--- config.mk ---
export PLATFORM = sky130hd
export DESIGN_NAME = rr_encoder_32to5
export DESIGN_NICKNAME = d
export VERILOG_FILES = /design/src/rtl/rr_enc_pkg.sv /design/src/rtl/rr_pick32.sv /design/src/rtl/rr_encoder_32to5.sv
export SDC_FILE = /design/constraint.sdc
export NUM_CORES = 1
export LEC_CHECK = 0
export CAP_MARGIN = 20
export CORE_ASPECT_RATIO = 1.4
export CORE_MARGIN = 2
export CORE_UTILIZATION = 35
export DETAILED_ROUTE_END_ITERATION = 7
export SLEW_MARGIN = 20
export SYNTH_ARGS = -nofsm -noshare
export SYNTH_HDL_FRONTEND = slang
export SYNTH_SLANG_ARGS = --single-unit
--- constraint.sdc ---
create_clock -name clk -period 6.8 [get_ports clk]
set_input_delay 0.68 -clock clk [delete_from_list [all_inputs] [get_ports clk]]
set_output_delay 0.68 -clock clk [all_outputs]
set_load 0.01 [all_outputs]
--- src/rtl/rr_enc_pkg.sv ---
// Shared sizes and types for the 32:5 round-robin encoder.
package rr_enc_pkg;
  localparam int N     = 32;
  localparam int IDX_W = 5;
  localparam int CNT_W = 6;

  typedef logic [N-1:0]     req_vec_t;
  typedef logic [IDX_W-1:0] idx_t;
  typedef logic [CNT_W-1:0] cnt_t;
endpackage

--- src/rtl/rr_pick32.sv ---
// Combinational round-robin picker: first set bit of pend at or after ptr, wrapping.
module rr_pick32
  import rr_enc_pkg::*;
(
  input  logic [31:0] pend,
  input  logic [4:0]  ptr,
  output logic [4:0]  sel,
  output logic        any
);
  req_vec_t w_rot;
  idx_t     w_enc;

  // Bit gi of the rotated vector is the line gi positions after ptr (5-bit wrap).
  genvar gi;
  generate
    for (gi = 0; gi < N; gi++) begin : g_rot
      assign w_rot[gi] = pend[IDX_W'(gi) + ptr];
    end
  endgenerate

  always_comb begin
    w_enc = '0;
    for (int i = N - 1; i >= 0; i--) begin
      if (w_rot[i]) w_enc = IDX_W'(i);
    end
  end

  assign any = |w_rot;
  assign sel = w_enc + ptr;
endmodule

--- src/rtl/rr_encoder_32to5.sv ---
// Round-robin 32:5 encoder: collects pending request lines and issues indices over valid/ready.
module rr_encoder_32to5
  import rr_enc_pkg::*;
(
  input  logic        clk,
  input  logic        reset,
  input  logic [31:0] set_i,
  input  logic        clr_all,
  output logic [4:0]  idx_o,
  output logic        valid_o,
  input  logic        ready_i,
  output logic [31:0] pend_o,
  output logic [5:0]  count_o
);
  req_vec_t r_pend;
  idx_t     r_ptr;
  idx_t     r_idx;
  logic     r_valid;

  idx_t     w_sel;
  logic     w_any;
  logic     w_load;
  logic     w_issue;
  req_vec_t w_issue_mask;
  cnt_t     w_count;

  rr_pick32 u_pick (
    .pend (r_pend),
    .ptr  (r_ptr),
    .sel  (w_sel),
    .any  (w_any)
  );

  assign w_load       = !r_valid || ready_i;
  assign w_issue      = w_load && w_any;
  assign w_issue_mask = w_issue ? (req_vec_t'(1) << w_sel) : '0;

  always_ff @(posedge clk or posedge reset) begin
    if (reset) begin
      r_pend  <= '0;
      r_ptr   <= '0;
      r_idx   <= '0;
      r_valid <= 1'b0;
    end else if (clr_all) begin
      r_pend  <= '0;
      r_ptr   <= '0;
      r_valid <= 1'b0;
    end else begin
      // A same-cycle set re-pends a line that is being issued right now.
      r_pend <= (r_pend & ~w_issue_mask) | set_i;
      if (w_load) begin
        if (w_any) begin
          r_idx   <= w_sel;
          r_valid <= 1'b1;
          r_ptr   <= w_sel + IDX_W'(1);
        end else begin
          r_valid <= 1'b0;
        end
      end
    end
  end

  always_comb begin
    w_count = '0;
    for (int i = 0; i < N; i++) begin
      w_count = w_count + CNT_W'(r_pend[i]);
    end
  end

  assign idx_o   = r_idx;
  assign valid_o = r_valid;
  assign pend_o  = r_pend;
  assign count_o = w_count;
endmodule

# After elaboration in Yosys (flattened, before gate mapping)
# Cells that the tools add are included.
[op_classes]
n_mux = 104
div = 0
n_lt_le_gt_ge = 32
n_mul = 0
n_reduce_logical = 8
shifts = 1
bitwise = 4
n_eq_ne = 0
n_addsub = 64
[op_table]
columns = ["cell", "n"]
rows = [
  ["less-than comparator 5 x 6 -> 1 bit (second input constant)", 32],
  ["2-to-1 mux 5 bit", 35],
  ["binary-select mux 1 bit (select 5 bit)", 32],
  ["adder 6 x 1 -> 6 bit", 26],
  ["adder 5 bit (first input constant)", 16],
  ["2-to-1 mux 32 bit", 2],
  ["adder 4 x 5 -> 5 bit (first input constant)", 8],
  ["2-to-1 mux 1 bit", 35],
  ["AND 32 bit", 1],
  ["inverter 32 bit", 1],
  ["bitwise OR 32 bit", 1],
  ["OR reduction 32 bit", 1],
  ["<< shifter 1 x 5 -> 32 bit (first input constant)", 1],
  ["adder 3 x 5 -> 5 bit (first input constant)", 4],
  ["adder 2 x 5 -> 5 bit (first input constant)", 2],
  ["adder 5 x 1 -> 6 bit", 1],
  ["adder 1 x 5 -> 5 bit (first input constant)", 1],
  ["adder 4 x 1 -> 5 bit", 1],
  ["adder 5 x 1 -> 5 bit (second input constant)", 1],
  ["adder 5 bit", 1],
  ["adder 3 x 1 -> 4 bit", 1],
  ["nonzero test 2 bit", 2],
  ["adder 2 x 1 -> 3 bit", 1],
  ["AND reduction 3 bit", 1],
  ["other kinds (6)", 6],
]
[word_totals]
out_inout_bits = 44
romBits = 0
ff_bits = 43
latch_bits = 0
input_bits = 36
word_cells = 217
n_memories = 0
mem_bits_rw = 0

# Logic depth before layout (Yosys ltp)
# Gate-level depths: netlist (run 1).
[depth]
word_depth = 42
depth_mapped = 25
ltp_nobuf = 21

# By module
# A second synthesis (run 1) with hierarchy kept.
[unflattened]
hier_cells = 603
hier_area_um2 = 6638.9
[modules_own_cells]
columns = ["mod", "seq_area_each_um2", "area_each_um2", "cells_per_inst", "n_inst"]
rows = [
  ["rr_pick32", 0.0, 3742.3, 332, 1],
  ["rr_encoder_32to5", 1076.0, 2896.5, 271, 1],
]

# Worst setup path before layout (run 1)
# No wires, ideal clock.
[synth_path]
kind = "reg-to-reg"
from = "reg r_ptr[1]"
to = "reg r_pend[23] (netlist: pend_o[23])"
path_stages_with_launch = 25
period_less_slack_ns = 6.058
t_required_ns = 6.664
setup_slack_ns = 0.742
n_path_buf = 5
setup_ns = 0.136
t_arrival_ns = 5.922
cell_sequence = "dfrtp_1 -> buf_2 -> clkbuf_1 -> inv_1 -> ha_1 -> clkbuf_1 -> clkbuf_1 -> mux4_2 -> nor4b_1 -> or4_4 -> mux2i_1 -> o21ai_0 -> nand2_1 -> nand4_1 -> a21oi_1 -> o21ai_0 -> ha_1 -> fa_1 -> a21o_1 -> a21oi_1 -> xnor2_1 -> or3b_1 -> buf_4 -> a2111oi_4 -> nor3_1"
[synth_between]
elab_chain_len = 42
elab_cells_between_ends = 136
classes_between = "add/sub (32); shift (1); mux (98); bitwise (3); reduce/logical (2)"
[synth_rtl]
columns = ["item", "line_no", "rtl"]
rows = [
  ["from (decl)", "rr_encoder_32to5.sv:16", "idx_t r_ptr;"],
  ["from (signal assigned)", "rr_encoder_32to5.sv:55", "r_ptr <= w_sel + IDX_W'(1);"],
  ["adder 5 bit", "rr_pick32.sv:17", "assign w_rot[gi] = pend[IDX_W'(gi) + ptr];"],
  ["binary-select mux 1 bit (select 5 bit)", "rr_pick32.sv:17", ""],
  ["2-to-1 mux 1 bit (not written as such)", "rr_pick32.sv:17", ""],
  ["2-to-1 mux 5 bit (32 in series)", "rr_pick32.sv:24", "if (w_rot[i]) w_enc = IDX_W'(i);"],
  ["adder 5 bit", "rr_pick32.sv:29", "assign sel = w_enc + ptr;"],
  ["<< shifter 1 x 5 -> 32 bit", "rr_encoder_32to5.sv:36", "assign w_issue_mask = w_issue ? (req_vec_t'(1) << w_sel) : '0;"],
  ["2-to-1 mux 32 bit *", "rr_encoder_32to5.sv:36", ""],
  ["inverter 32 bit *", "rr_encoder_32to5.sv:50", "r_pend <= (r_pend & ~w_issue_mask) | set_i;"],
  ["AND 32 bit *", "rr_encoder_32to5.sv:50", ""],
  ["bitwise OR 32 bit *", "rr_encoder_32to5.sv:50", ""],
  ["2-to-1 mux 32 bit *", "rr_encoder_32to5.sv:44", "end else if (clr_all) begin"],
  ["to (signal assigned)", "rr_encoder_32to5.sv:50", ""],
  ["to (decl)", "rr_encoder_32to5.sv:15", "req_vec_t r_pend;"],
]
# Every way passes the cells marked *; elsewhere a longest branch is shown, timed or not. The select of a mux whose other input is x is not followed.
# A chain may end at the register's enable or synchronous reset.

# Final worst setup path (run 1)
[layout_path]
from = "reg r_pend[17] (netlist: pend_o[17])"
to = "out count_o[4]"
[layout_between]
elab_chain_len = 15
[layout_rtl]
columns = ["item", "line_no", "rtl"]
rows = [
  ["adder 6 x 1 -> 6 bit (15 in series)", "rr_encoder_32to5.sv:66", "w_count = w_count + CNT_W'(r_pend[i]);"],
  ["to (decl)", "rr_encoder_32to5.sv:13", "output logic [5:0] count_o"],
]
# No other way between the ends.

==> summary.md, run 1 <==
| Metric | Value |
|---|---|
| Status | `finished clean` |
| Main synth FF type | `dfrtp_1` |
| GPL Wtd Cong | `0.9290` |
| Rel. slew slack | `29.69%` |
| Worst slew pin tran | `1047 ps` |
| Worst setup SP type | `flop` |
| R2R Setup Slk | `550 ps` |
| Worst Skew | `4.374 ps` |
| Net count after synthesis | `728` |
| Seq cells post-synth | `43` |
| DR iter-0 viols | `404` |
| DRT antenna net count | `0` |
| FF-to-FF Start | `r_ptr[1]` |
| First-pass GRT wire length | `35,990 µm` |
| Largest net degree at the start of global routing | `44` |
| Clock Tree Buf Depth | `2` |
| Final Util | `42.20%` |
| Worst skew pair latency | `290 ps` |
| Synth cell types | `58` |
| Die Height | `165.5 µm` |
| Synth warnings | `0` |
| Worst setup path category | `flop to primary output` |
| Core area | `18,460 µm²` |
| Buffer and inverter count on the worst path | `7` |
| Avg WL per Cell | `24.07 µm` |
| R2r endpoint | `pend_o[15]` |
| Crit path capture | `count_o[4]` |
| CP Depth | `18` |
| Vias | `5,884` |
| Top Ports | `80` |
| Most frequent CP cell | `fa_1` |
| Reg2reg path depth | `19` |
| Drt drc | `0` |
| Layout area overhead | `19.37%` |
| # hold bufs at CTS | `0` |
| Top post-synthesis cells by area | `mux4_2 (26%), dfrtp_1 (16%), fa_1 (7.7%)` |
| H-tree depth | `2` |
| Diodes inserted | `0` |
| Die X | `119.4 µm` |
| Avg Cell Area, Syn | `10.24 µm²` |
| Crit-path slowest cell | `fa_1` |
| Mapped Cells | `637` |
| Max incr delay on CP | `560 ps` |
| Crit share post-route | `92.25%` |
| Initial core utilization | `35.35%` |
| Total Routing Usage GR | `23.82%` |
| GRT overflow | `0` |
| TritonRoute pass-1 iters | `5` |
| CTS tree | `done` |
| EDFF count, synth | `0` |
| Final Max Slew Viols | `0` |
| Setup violations, final | `0` |
| Worst endpoint required time | `6120 ps` |
| Mapped Area | `6524 µm²` |
| Row count | `59` |
| Top cell type's share of synthesized area | `25.89%` |
| TritonCTS Sinks | `43` |
| Fmax | `0.1594 GHz` |
| Port Buffer Count | `79` |
| Critical path peak fanout | `7` |
| Worst Hold Class | `flop to flop` |
| Drt total wl | `22,960 µm` |
| Initial antenna violation count | `0` |
| Post-Route Setup TNS | `0 ps` |
| Max_cap viols | `0` |
| Post-cts sizing count | `0` |
| Final Hold Violating Endpoints | `0` |
| NumNets Final | `800` |
| Fraction of layout cells with a size suffix above 1 | `16.90%` |
| HPWL Detailed | `18,280 µm` |
| Family with the most delay on the worst path | `adder cells` |
| Number of global-route vias before repair | `6,196` |
| Min cycle time layout | `6273 ps` |
| Fraction of registers with async set/reset | `100.0%` |
| Sequential area share after synthesis | `16.49%` |
| RSZ-0062 raised after global routing | `false` |
| Root Buffer | `clkbuf_16` |
| Critical Path AT | `5590 ps` |
| Fillers | `1,837` |
| Die Area | `19,760 µm²` |
| Worst setup EP type | `primary output` |
| Via/cell ratio | `6.168` |
| Clock buffer count from CTS | `5` |
| Worst-path clk slew | `60 ps` |
| Synth area leader | `mux4_2` |
| # Post-CTS Setup Buffers | `0` |
| Crit-path cells | `fa_1 -> fa_1 -> inv_1 -> fa_1 -> inv_1 -> fa_1 -> fa_1 -> inv_1 -> fa_1 -> inv_1 -> ha_1 -> inv_1 -> fa_1 -> inv_1 -> a21o_1 -> a21oi_1 -> xnor2_1 -> clkdlybuf4s50_1` |
| Worst Setup SP | `pend_o[17]` |
==> how the worst min path moves through the flow <==
stage                           to  startpoint  cells past startpoint
after floorplan           idx_o[4]    idx_o[4]                      1
after global placement    idx_o[4]    idx_o[4]                      1
after detailed placement  idx_o[4]    idx_o[4]                      1
after CTS                 idx_o[4]    idx_o[4]                      1
after global routing      idx_o[4]    idx_o[4]                      1
final                     idx_o[4]    idx_o[4]                      1
==> cell type report <==
type                    count  area [µm²]  area share (%)
clock buffers               6       138.9           1.783
clock inverters             2       35.03          0.4499
inverters                  44       165.2           2.121
flip-flops and latches     43        1077           13.83
repair buffers             99       940.9           12.08
well taps                 244       305.3           3.920
multi-input cells         516        5125           65.81
==> routing by layer <==
| layer | global-route usage (%) | vias to the layer above | part of all wire [%] |
|---|---|---|---|
| li1 | - | 2550 | - |
| met3 | 2.232 | 92 | 4.6 |
| met4 | 15.13 | 0 | 6.8 |
| met1 | 25.38 | 2952 | 35 |
| met5 | 0 | - | 0 |
| met2 | 45.01 | 290 | 53 |
==> cell usage after synthesis (7+ instances only) <==
library cell	number
a211oi_1	7
a21boi_0	9
a21o_1	7
a21oi_1	48
buf_2	9
clkbuf_1	13
dfrtp_1	43
fa_1	25
ha_1	30
inv_1	42
mux2i_1	42
mux4_2	75
nand2_1	30
nand3_1	16
nand3b_1	30
nor2_1	53
nor3_1	35
o21ai_0	11
xnor2_1	24
xor2_1	7
==> metrics by stage <==
step	std cells	hold slack (ps)	cell area (µm²)	worst slack (ps)
finish	954	510.4	7787	527.1
global route	954	523.4	7787	59.81
CTS	954	514.2	7780	469.4
detailed placement	946	486.6	7606	641.7
global placement	946	488.5	7606	770.3
floorplan	637	518.1	6524	741.8
==> cells by family (layout without fill, tap and decap cells) <==
logic type               after synthesis  count (layout)  share of synthesized area (%)
adder cells (fa/ha/maj)               55              55                          13.43
flip-flops                            43              43                          16.49
AND/OR/NAND/NOR                      198             198                          16.36
XOR/XNOR                              31              31                          4.162
buffers and inverters                 78             151                          5.063
multiplexers                         123             123                          33.37
AO/OA/AOI/OAI                        109             109                          11.12
==> flip-flops by register name (all words and copies together) (netlist names) <==
register	flops
r_ptr	5
idx_o	5
valid_o	1
pend_o	32
==> layout by cell type (no fill, tap or decap), types with 5 or more instances in the layout <==
cell	n
nand3_1	16
a2111oi_0	5
a21boi_0	9
mux4_2	75
buf_4	20
mux2i_1	42
clkdlybuf4s50_1	79
dfrtp_1	42
nor2b_1	5
nand3b_1	30
a21o_1	7
nand2b_1	6
nor2_1	53
a21oi_1	48
o21ai_0	11
fa_1	25
xnor2_1	23
mux2_2	6
nand2_1	30
nor3_1	35
inv_1	41
xor2_1	7
clkbuf_16	5
a211oi_1	7
ha_1	30
Power of run 1 is left out: the tool's default activity adds up to more than one toggle a clock period on the data nets, which glitch-free logic cannot reach.
==> run 2, diff against run 1 <==
- SLEW_MARGIN: 20 -> not set
==> summary.md, run 2 (synthesis results as in run 1) <==
| Metric | Value |
|---|---|
| Initial antenna violation count | `0` |
| Diodes inserted | `0` |
| Crit-path cells | `fa_1 -> fa_1 -> inv_1 -> fa_1 -> inv_1 -> fa_1 -> fa_1 -> inv_1 -> fa_1 -> inv_1 -> ha_1 -> inv_1 -> fa_1 -> inv_1 -> a21o_1 -> a21oi_1 -> xnor2_1 -> clkdlybuf4s50_1` |
| Post-cts sizing count | `0` |
| RSZ-0062 raised after global routing | `false` |
| NumNets Final | `801` |
| HPWL Detailed | `18,280 µm` |
| Port Buffer Count | `79` |
| DRT antenna net count | `0` |
| GRT overflow | `0` |
| DR iter-0 viols | `427` |
| Largest net degree at the start of global routing | `44` |
| Max_cap viols | `0` |
| Post-Route M1 WL | `8082 µm` |
| Max incr delay on CP | `570 ps` |
| Critical path peak fanout | `7` |
| Worst skew pair latency | `290 ps` |
| Worst Skew | `5.131 ps` |
| Drt total wl | `22,890 µm` |
| Row count | `59` |
| Worst endpoint required time | `6120 ps` |
| Drt drc | `0` |
| Buffer and inverter count on the worst path | `7` |
| Family with the most delay on the worst path | `adder cells` |
| First-pass GRT wire length | `35,990 µm` |
| Met3 wire len | `1023 µm` |
| Clock buffer count from CTS | `5` |
| Crit share post-route | `92.51%` |
| Fraction of layout cells with a size suffix above 1 | `16.88%` |
| Worst setup path category | `flop to primary output` |
| GPL Wtd Cong | `0.9290` |
| TritonCTS Sinks | `43` |
| Worst slew pin tran | `1007 ps` |
| Layout area overhead | `19.37%` |
| Die Height | `165.5 µm` |
| Final Max Slew Viols | `0` |
| Top Ports | `80` |
| Commonest non-fill, non-tap cell in the layout | `clkdlybuf4s50_1` |
| Max layer used | `met4` |
| Critical Path AT | `5610 ps` |
| Worst setup SP type | `flop` |
| Min cycle time layout | `6291 ps` |
| DR WL met2 | `12,210 µm` |
| Clock Tree Buf Depth | `2` |
| Root Buffer | `clkbuf_16` |
| # Post-CTS Setup Buffers | `0` |
| Setup violations, final | `0` |
| Initial core utilization | `35.35%` |
| # hold bufs at CTS | `0` |
| Number of global-route vias before repair | `6,196` |
| Rel. slew slack | `32.01%` |
| TritonRoute pass-1 iters | `5` |
| Most frequent CP cell | `fa_1` |
| Core area | `18,460 µm²` |
| Avg WL per Cell | `23.97 µm` |
| Die Area | `19,760 µm²` |
| Post-Route Setup TNS | `0 ps` |
| H-tree depth | `2` |
| Vias | `5,884` |
| Via/cell ratio | `6.161` |
| Status | `finished clean` |
| Total Routing Usage GR | `23.82%` |
| Crit-path slowest cell | `fa_1` |
| Fmax | `0.1590 GHz` |
| Worst setup EP type | `primary output` |
| Worst Hold Class | `flop to flop` |
| Max FFs per register | `32` |
| Die X | `119.4 µm` |
| Final Hold Violating Endpoints | `0` |
| Worst-path clk slew | `60 ps` |
| CTS tree | `done` |
| Commonest cells after routing, fill and taps aside | `clkdlybuf4s50_1 (79), mux4_2 (75), nor2_1 (53)` |
## run 2: layout make-up
cell class | instances | area, µm²
inverters | 44 | 165.2
fillers | 1840 | 10670
repair buffers | 100 | 948.4
flip-flops and latches | 43 | 1077
clock inverters | 2 | 35.03
multi-input cells | 516 | 5117
well taps | 244 | 305.3
clock buffers | 6 | 138.9
## run 2: final timing paths
path / from / endpoint / slack [ps] / depth (start not counted)
max: pend_o[17] / count_o[4] / 510 / 18
min: idx_o[4] / idx_o[4] / 510 / 1
max reg2reg: r_ptr[1] / pend_o[15] / 600 / 19
min reg2reg: idx_o[4] / idx_o[4] / 510 / 1
max in group asynchronous: reset / r_ptr[0] / 5530 / 3
min in group asynchronous: reset / valid_o / 830 / 3
## run 2: metal layers
layer  global-route usage, %  vias up
li1                        -     2555
met1                   25.38     2946
met2                   45.01      289
met3                   2.232       94
met4                   15.13        0
met5                       0        -
## run 2: metrics by stage
step	hold slack [ps]	std cells	area (µm²)	worst slack [ps]	utilization, %
after global routing	523.4	955	7787	59.81	42.20
after CTS	514.2	954	7780	469.4	42.16
final	509.8	955	7787	509.0	42.20
after floorplan	518.1	637	6524	741.8	-
after global placement	488.5	946	7606	770.3	41.21
after detailed placement	486.6	946	7606	641.7	41.21
Power of run 2 is left out for the same reason.
